## config.mk

```make
export PLATFORM = sky130hd
export DESIGN_NAME = register_file_flat
export DESIGN_NICKNAME = d
export VERILOG_FILES = /design/src/rtl/register_file_if.sv /design/src/rtl/register_file.sv /design/src/flat_wrapper.sv
export SDC_FILE = /design/constraint.sdc
export NUM_CORES = 2
export LEC_CHECK = 0
export BUFFER_PORTS_ARGS = -buffer_cell sky130_fd_sc_hd__buf_4
export CAP_MARGIN = 15
export CORE_UTILIZATION = 40
export DETAILED_ROUTE_END_ITERATION = 8
export PLACE_DENSITY = 0.6
export SLEW_MARGIN = 20
export SYNTH_ARGS = -nofsm -noshare
export SYNTH_HDL_FRONTEND = slang
export SYNTH_SLANG_ARGS = --single-unit
```

## constraint.sdc

```tcl
create_clock -name clk -period 2.7 [get_ports clk]
set_input_delay 0.27 -clock clk [delete_from_list [all_inputs] [get_ports clk]]
set_output_delay 0.27 -clock clk [all_outputs]
set_load 0.005 [all_outputs]
```

## src/rtl/register_file_if.sv

```systemverilog
// -----------------------------------------------------------------------------
// register_file_if
// Bus between the register file and its users: the write-back stage drives the
// write port, decode drives the read indices and the issue port, and the
// hazard unit consumes the pending flags.
//
// Members:
//   reg_write        write-port enable
//   write_register   write-port destination index
//   write_data       write-port data
//   read_register_1  read port 1 index
//   read_register_2  read port 2 index
//   read_data_1      read port 1 data (combinational)
//   read_data_2      read port 2 data (combinational)
//   issue_valid      decode issues an instruction writing issue_register
//   issue_register   destination index of the issued instruction
//   pending_1        read_register_1 has an outstanding write
//   pending_2        read_register_2 has an outstanding write
//
// Modports: master (pipeline side), slave (register file side).
// -----------------------------------------------------------------------------
interface register_file_if #(
    parameter int unsigned N = 32
);
    localparam int unsigned AW = 5;

    logic          reg_write;
    logic [AW-1:0] write_register;
    logic [N-1:0]  write_data;
    logic [AW-1:0] read_register_1;
    logic [AW-1:0] read_register_2;
    logic [N-1:0]  read_data_1;
    logic [N-1:0]  read_data_2;
    logic          issue_valid;
    logic [AW-1:0] issue_register;
    logic          pending_1;
    logic          pending_2;

    modport master (
        output reg_write,
        output write_register,
        output write_data,
        output read_register_1,
        output read_register_2,
        input  read_data_1,
        input  read_data_2,
        output issue_valid,
        output issue_register,
        input  pending_1,
        input  pending_2
    );

    modport slave (
        input  reg_write,
        input  write_register,
        input  write_data,
        input  read_register_1,
        input  read_register_2,
        output read_data_1,
        output read_data_2,
        input  issue_valid,
        input  issue_register,
        output pending_1,
        output pending_2
    );
endinterface : register_file_if

```

## src/rtl/register_file.sv

```systemverilog
// -----------------------------------------------------------------------------
// register_file
// 32 x N MIPS general-purpose register file: one write port, two combinational
// read ports, and a one-bit-per-register pending-write scoreboard feeding the
// hazard unit. Register 0 is not stored and always reads 0.
//
// Ports:
//   clk    rising-edge clock
//   reset  asynchronous, active-low reset
//   bus    register_file_if.slave (write port, read ports, issue port,
//          pending flags)
//
// Optional feature (macro REGFILE_BYPASS_EN):
//   defined   - a same-cycle write to a read index is forwarded to the read
//               data and suppresses that port's pending flag.
//   undefined - reads and pending flags reflect stored state only.
// -----------------------------------------------------------------------------
module register_file #(
    parameter int unsigned N        = 32,
    parameter logic [N-1:0] SP_RESET = N'(32'h7FFF_EFFC),
    parameter logic [N-1:0] GP_RESET = N'(32'h1000_8000)
) (
    input  logic                  clk,
    input  logic                  reset,
    register_file_if.slave        bus
);

    localparam int unsigned AW     = 5;
    localparam int unsigned NREG   = 32;
    localparam int unsigned GP_IDX = 28;
    localparam int unsigned SP_IDX = 29;

    // Storage for registers 1..31 and their scoreboard bits
    logic [N-1:0]   regs_q [1:NREG-1];
    logic [NREG-1:1] sb_q;
    logic [NREG-1:1] sb_d;

    logic wr_en_c;
    logic iss_en_c;

    // Writes and issues to index 0 are dropped
    assign wr_en_c  = bus.reg_write   && (bus.write_register != '0);
    assign iss_en_c = bus.issue_valid && (bus.issue_register != '0);

    // Scoreboard next state; set is applied after clear so a newer writer wins
    always_comb begin
        sb_d = sb_q;
        for (int unsigned i = 1; i < NREG; i++) begin
            if (wr_en_c && (bus.write_register == AW'(i))) begin
                sb_d[i] = 1'b0;
            end
            if (iss_en_c && (bus.issue_register == AW'(i))) begin
                sb_d[i] = 1'b1;
            end
        end
    end

    // Register storage and scoreboard state
    always_ff @(posedge clk or negedge reset) begin
        if (!reset) begin
            for (int unsigned i = 1; i < NREG; i++) begin
                if (i == GP_IDX) begin
                    regs_q[i] <= GP_RESET;
                end else if (i == SP_IDX) begin
                    regs_q[i] <= SP_RESET;
                end else begin
                    regs_q[i] <= '0;
                end
            end
            sb_q <= '0;
        end else begin
            for (int unsigned i = 1; i < NREG; i++) begin
                if (wr_en_c && (bus.write_register == AW'(i))) begin
                    regs_q[i] <= bus.write_data;
                end
            end
            sb_q <= sb_d;
        end
    end

    // Stored-state lookup for both read ports; index 0 falls through to 0
    logic [N-1:0] rd1_store_c;
    logic [N-1:0] rd2_store_c;
    logic         pd1_store_c;
    logic         pd2_store_c;

    always_comb begin
        rd1_store_c = '0;
        rd2_store_c = '0;
        pd1_store_c = 1'b0;
        pd2_store_c = 1'b0;
        for (int unsigned i = 1; i < NREG; i++) begin
            if (bus.read_register_1 == AW'(i)) begin
                rd1_store_c = regs_q[i];
                pd1_store_c = sb_q[i];
            end
            if (bus.read_register_2 == AW'(i)) begin
                rd2_store_c = regs_q[i];
                pd2_store_c = sb_q[i];
            end
        end
    end

    // Output selection, optionally forwarding the in-flight write
    always_comb begin
        bus.read_data_1 = rd1_store_c;
        bus.read_data_2 = rd2_store_c;
        bus.pending_1   = pd1_store_c;
        bus.pending_2   = pd2_store_c;
`ifdef REGFILE_BYPASS_EN
        if (wr_en_c && (bus.write_register == bus.read_register_1)) begin
            bus.read_data_1 = bus.write_data;
            bus.pending_1   = 1'b0;
        end
        if (wr_en_c && (bus.write_register == bus.read_register_2)) begin
            bus.read_data_2 = bus.write_data;
            bus.pending_2   = 1'b0;
        end
`else
        // Same-cycle write is visible from the next cycle only
`endif
    end

endmodule : register_file

```

## src/flat_wrapper.sv

```systemverilog
// flat-port wrapper written by rule: the top's interface ports become plain ports
module register_file_flat 
#(
    parameter int unsigned N        = 32,
    parameter logic [N-1:0] SP_RESET = N'(32'h7FFF_EFFC),
    parameter logic [N-1:0] GP_RESET = N'(32'h1000_8000)
)
  (clk, reset, bus_reg_write, bus_write_register, bus_write_data, bus_read_register_1, bus_read_register_2, bus_read_data_1, bus_read_data_2, bus_issue_valid, bus_issue_register, bus_pending_1, bus_pending_2);
  register_file_if #(.N(N)) bus_i ();
  input  logic clk;
  input  logic reset;
  input wire logic [$bits(bus_i.reg_write)-1:0] bus_reg_write;
  input wire logic [$bits(bus_i.write_register)-1:0] bus_write_register;
  input wire logic [$bits(bus_i.write_data)-1:0] bus_write_data;
  input wire logic [$bits(bus_i.read_register_1)-1:0] bus_read_register_1;
  input wire logic [$bits(bus_i.read_register_2)-1:0] bus_read_register_2;
  output wire logic [$bits(bus_i.read_data_1)-1:0] bus_read_data_1;
  output wire logic [$bits(bus_i.read_data_2)-1:0] bus_read_data_2;
  input wire logic [$bits(bus_i.issue_valid)-1:0] bus_issue_valid;
  input wire logic [$bits(bus_i.issue_register)-1:0] bus_issue_register;
  output wire logic [$bits(bus_i.pending_1)-1:0] bus_pending_1;
  output wire logic [$bits(bus_i.pending_2)-1:0] bus_pending_2;
  assign bus_i.reg_write = bus_reg_write;
  assign bus_i.write_register = bus_write_register;
  assign bus_i.write_data = bus_write_data;
  assign bus_i.read_register_1 = bus_read_register_1;
  assign bus_i.read_register_2 = bus_read_register_2;
  assign bus_read_data_1 = bus_i.read_data_1;
  assign bus_read_data_2 = bus_i.read_data_2;
  assign bus_i.issue_valid = bus_issue_valid;
  assign bus_i.issue_register = bus_issue_register;
  assign bus_pending_1 = bus_i.pending_1;
  assign bus_pending_2 = bus_i.pending_2;
  register_file #(.N(N), .SP_RESET(SP_RESET), .GP_RESET(GP_RESET)) u_core (.clk(clk), .reset(reset), .bus(bus_i));
endmodule
```

==> run metrics <==
run status complete, but fails checks; failing checks negative setup slack; final RePlAce weighted congestion 1.04; row count between 100 and 150; skew final 0 ns; startpoint types register; Power Density 646 nW/µm²; Clk pwr share roughly 35%; Mapped Avg Cell Area 10.4 µm²; final-layout fill cell count 12392; vias 54473; pre-CTS setup slack -0.927 ns; Die Y-Extent 377 µm; Via density 6.63; final hold vios 0; first drt pass iteration count 7; top routing layer in use met5; RSZ-0062 raised after global routing yes; I/O Pins 122; final WL 285000 µm; Skew-Pair Late Insertion Delay 0.76 ns; Layout area overhead 34.0%; Worst-Margin Slew between 0.9 and 1 ns; Clock Pin Slew Worst Setup and Hold Paths 0.07 ns; Multi-input gate area 31400 µm²; Nets 6286; largest net degree at the start of global routing 106; Buffers on Ports between 100 and 150; most common cell after layout, fill and taps aside mux2_2; share of cells above drive strength 1 approximately half; WL met2 between 100000 and 150000 µm; max-cap viol count 0; Sink Count 1023; Pint 33.2 mW; DRC 0; final total power about 49 mW; Tmin final 3.24 ns; flops & latches, synth between 1000 and 1500; pins over their slew limit 0; hold crit path type input pin to async pin; Max Clk Rate approximately 310 MHz; Net Sw Frac 31.7%; Initial Util 40.3%; Reg area 25700 µm²; Yosys warnings 0; cell count after synthesis approximately 5400; normalized max-slew margin a little under two fifths; Psw around 15 mW; WL per Instance 34.7 µm; number of flops mapped to enable cells by yosys 0; Peak VDD IR 0.567 mV; library cells used by synthesis just under 90; crit-path max FO 2; CTS tree done; ys async rst share 100%; Bufs on Longest Clock Path 3; vias in the first global route 52221; Most used DFF post-synth dfrtp_1; Final Setup Violations 58; antenna violations before repair 10; DRT iter0 DRCs approximately 7600; most frequent cells in the layout mux2_2, dfrtp_1, buf_4; DIE AREA about 140000 µm²; grt total ovfl 0; clock root cell clkbuf_16; setup ws final -0.538 ns; total global-route track usage 39.1%; Synth Net Count 5457; worst endpoint required time about 2.4 ns; synthesized area 56200 µm²; DP HPWL 208000 µm; Final ANT Viol Nets 0; crit path kind register to output port; CTS Buf Count 115; type of destination of the critical path output port; Die Wd 377 µm; Routed met3 length 32400 µm; setup TNS -11.39 ns; final worst-path cycle share 120%; P_leak 32.7 nW; first-pass GRT wire length 399000 µm; Core ar. approximately 140000 µm²; sequential-to-total area share from yosys stat 45.6%; H-tree level count 3; Critical Path AT slightly below 3 ns; Comb power frac 21.1%; wl on met1 115000 µm; Flop pwr share 44.2%
## critical path, cell delays in order, from the launching register on
cell      delay [ns]
dfrtp_1         0.40
or3_4           0.35
a21oi_4         0.15
o32a_1          0.24
nor4_4          0.07
a2111o_1        0.48
a21oi_2         0.26
o21ai_4         0.12
buf_6           0.14
## worst paths after layout
kind | cells after the start | slack [ns] | endpoint | from
max in group asynchronous | 4 | 1.63 | u_core.regs_q[77] | reset
min reg2reg | 1 | 0.51 | u_core.regs_q[476] | u_core.regs_q[476]
min in group clk | 2 | 0.05 | u_core.regs_q[73] | bus_write_data[9]
max | 8 | -0.54 | bus_read_data_2[11] | u_core.regs_q[875]
max reg2reg | 2 | 1.69 | u_core.regs_q[695] | u_core.regs_q[695]
min | 2 | 0.05 | u_core.regs_q[831] | reset
## cells in the mapped netlist (all sizes together), types with 8 or more instances
cell type / n / area share, %
nand4: 27 / 0.30
nand3b: 18 / 0.26
and3: 28 / 0.31
a22o: 43 / 0.67
o2bb2ai: 25 / 0.39
dfrtp: 993 / 44
o32ai: 8 / 0.12
or3b: 8 / 0.12
and2: 13 / 0.14
mux2: 1034 / 21
clkbuf: 317 / 2.1
mux2i: 74 / 1.3
o21a: 16 / 0.21
o211ai: 41 / 0.55
nand3: 85 / 0.76
or3: 40 / 0.45
nor3b: 18 / 0.34
a21o: 19 / 0.25
nor3: 93 / 0.87
o31ai: 14 / 0.19
a211o: 8 / 0.12
a31oi: 39 / 0.43
and3b: 9 / 0.14
dfstp: 30 / 1.4
a32oi: 25 / 0.39
nor4: 10 / 0.13
inv: 32 / 0.21
o22a: 26 / 0.41
or2: 9 / 0.10
nand2: 230 / 1.5
o22ai: 260 / 2.9
a221oi: 29 / 0.45
a211oi: 56 / 0.75
a21oi: 342 / 3.1
o2111ai: 22 / 0.34
buf: 213 / 1.9
nor2: 351 / 2.4
a222oi: 29 / 0.52
a2111oi: 12 / 0.19
nand2b: 24 / 0.28
a22oi: 125 / 1.7
o221ai: 60 / 0.93
a221o: 8 / 0.14
o21ai: 451 / 4.0
nor2b: 33 / 0.37
## layer usage
layer / up-vias / track usage (%)
li1: 22020 / -
met1: 27815 / 53.3
met2: 3804 / 57.7
met3: 828 / 9.98
met4: 6 / 18.9
met5: - / 0
## cell families (layout without fill, tap and decap cells)
family | count (synthesis) | count (layout) | synth area share (%)
muxes | 1109 | 1109 | 22.1
other | 0 | 8 | 0
buffers and inverters | 564 | 1489 | 4.26
AOI/OAI and AO/OA | 1694 | 1694 | 19.3
DFF | 1023 | 1023 | 45.6
and+or+nand+nor | 1011 | 1011 | 8.77
## stage by stage
step	instance area (µm²)	hold WS [ns]	std cells	utilization, %
after floorplan	56200	-0.0256	5401	-
after detailed placement	66900	0.231	7904	47.9
final	75300	0.0453	8210	54.0
after global placement	66900	0.226	7903	47.9
after CTS	74100	0.00300	8178	53.1
after global routing	75300	0.0493	8206	54.0
## what timing repair did
action	in CTS	in global routing
resized for setup	687	235
gates cloned	0	3
hold buffers	9	0
pin swaps	298	201
endpoints found under the setup margin	66	66
hold endpoints to repair	448	0
buffers inserted	83	32
## power by group through the flow
stage	sequential, mW	clock, mW	combinational, mW
after floorplan	20.3	0	5.03
after global placement	21.4	0	8.58
after detailed placement	21.5	0	8.77
after CTS	21.3	16.9	9.76
after global routing	21.7	17.5	10.8
final	21.5	16.8	10.3
## registers in the layout (all words and copies together), names as in the netlist
| name | cells |
|---|---|
| u_core.regs_q | 992 |
| u_core.sb_q | 31 |
## final cells by class
| type | count | share of cell area, % |
|---|---|---|
| flip-flops and latches | 1023 | 34.1 |
| well taps | 1876 | 3.12 |
| multi-input cells | 3814 | 41.7 |
| clock buffers | 150 | 4.25 |
| inverters | 34 | 0.170 |
| diodes | 8 | 0.0266 |
| repair buffers | 1242 | 15.6 |
| clock inverters | 63 | 1.07 |
Power figures use the tool's default switching activity.
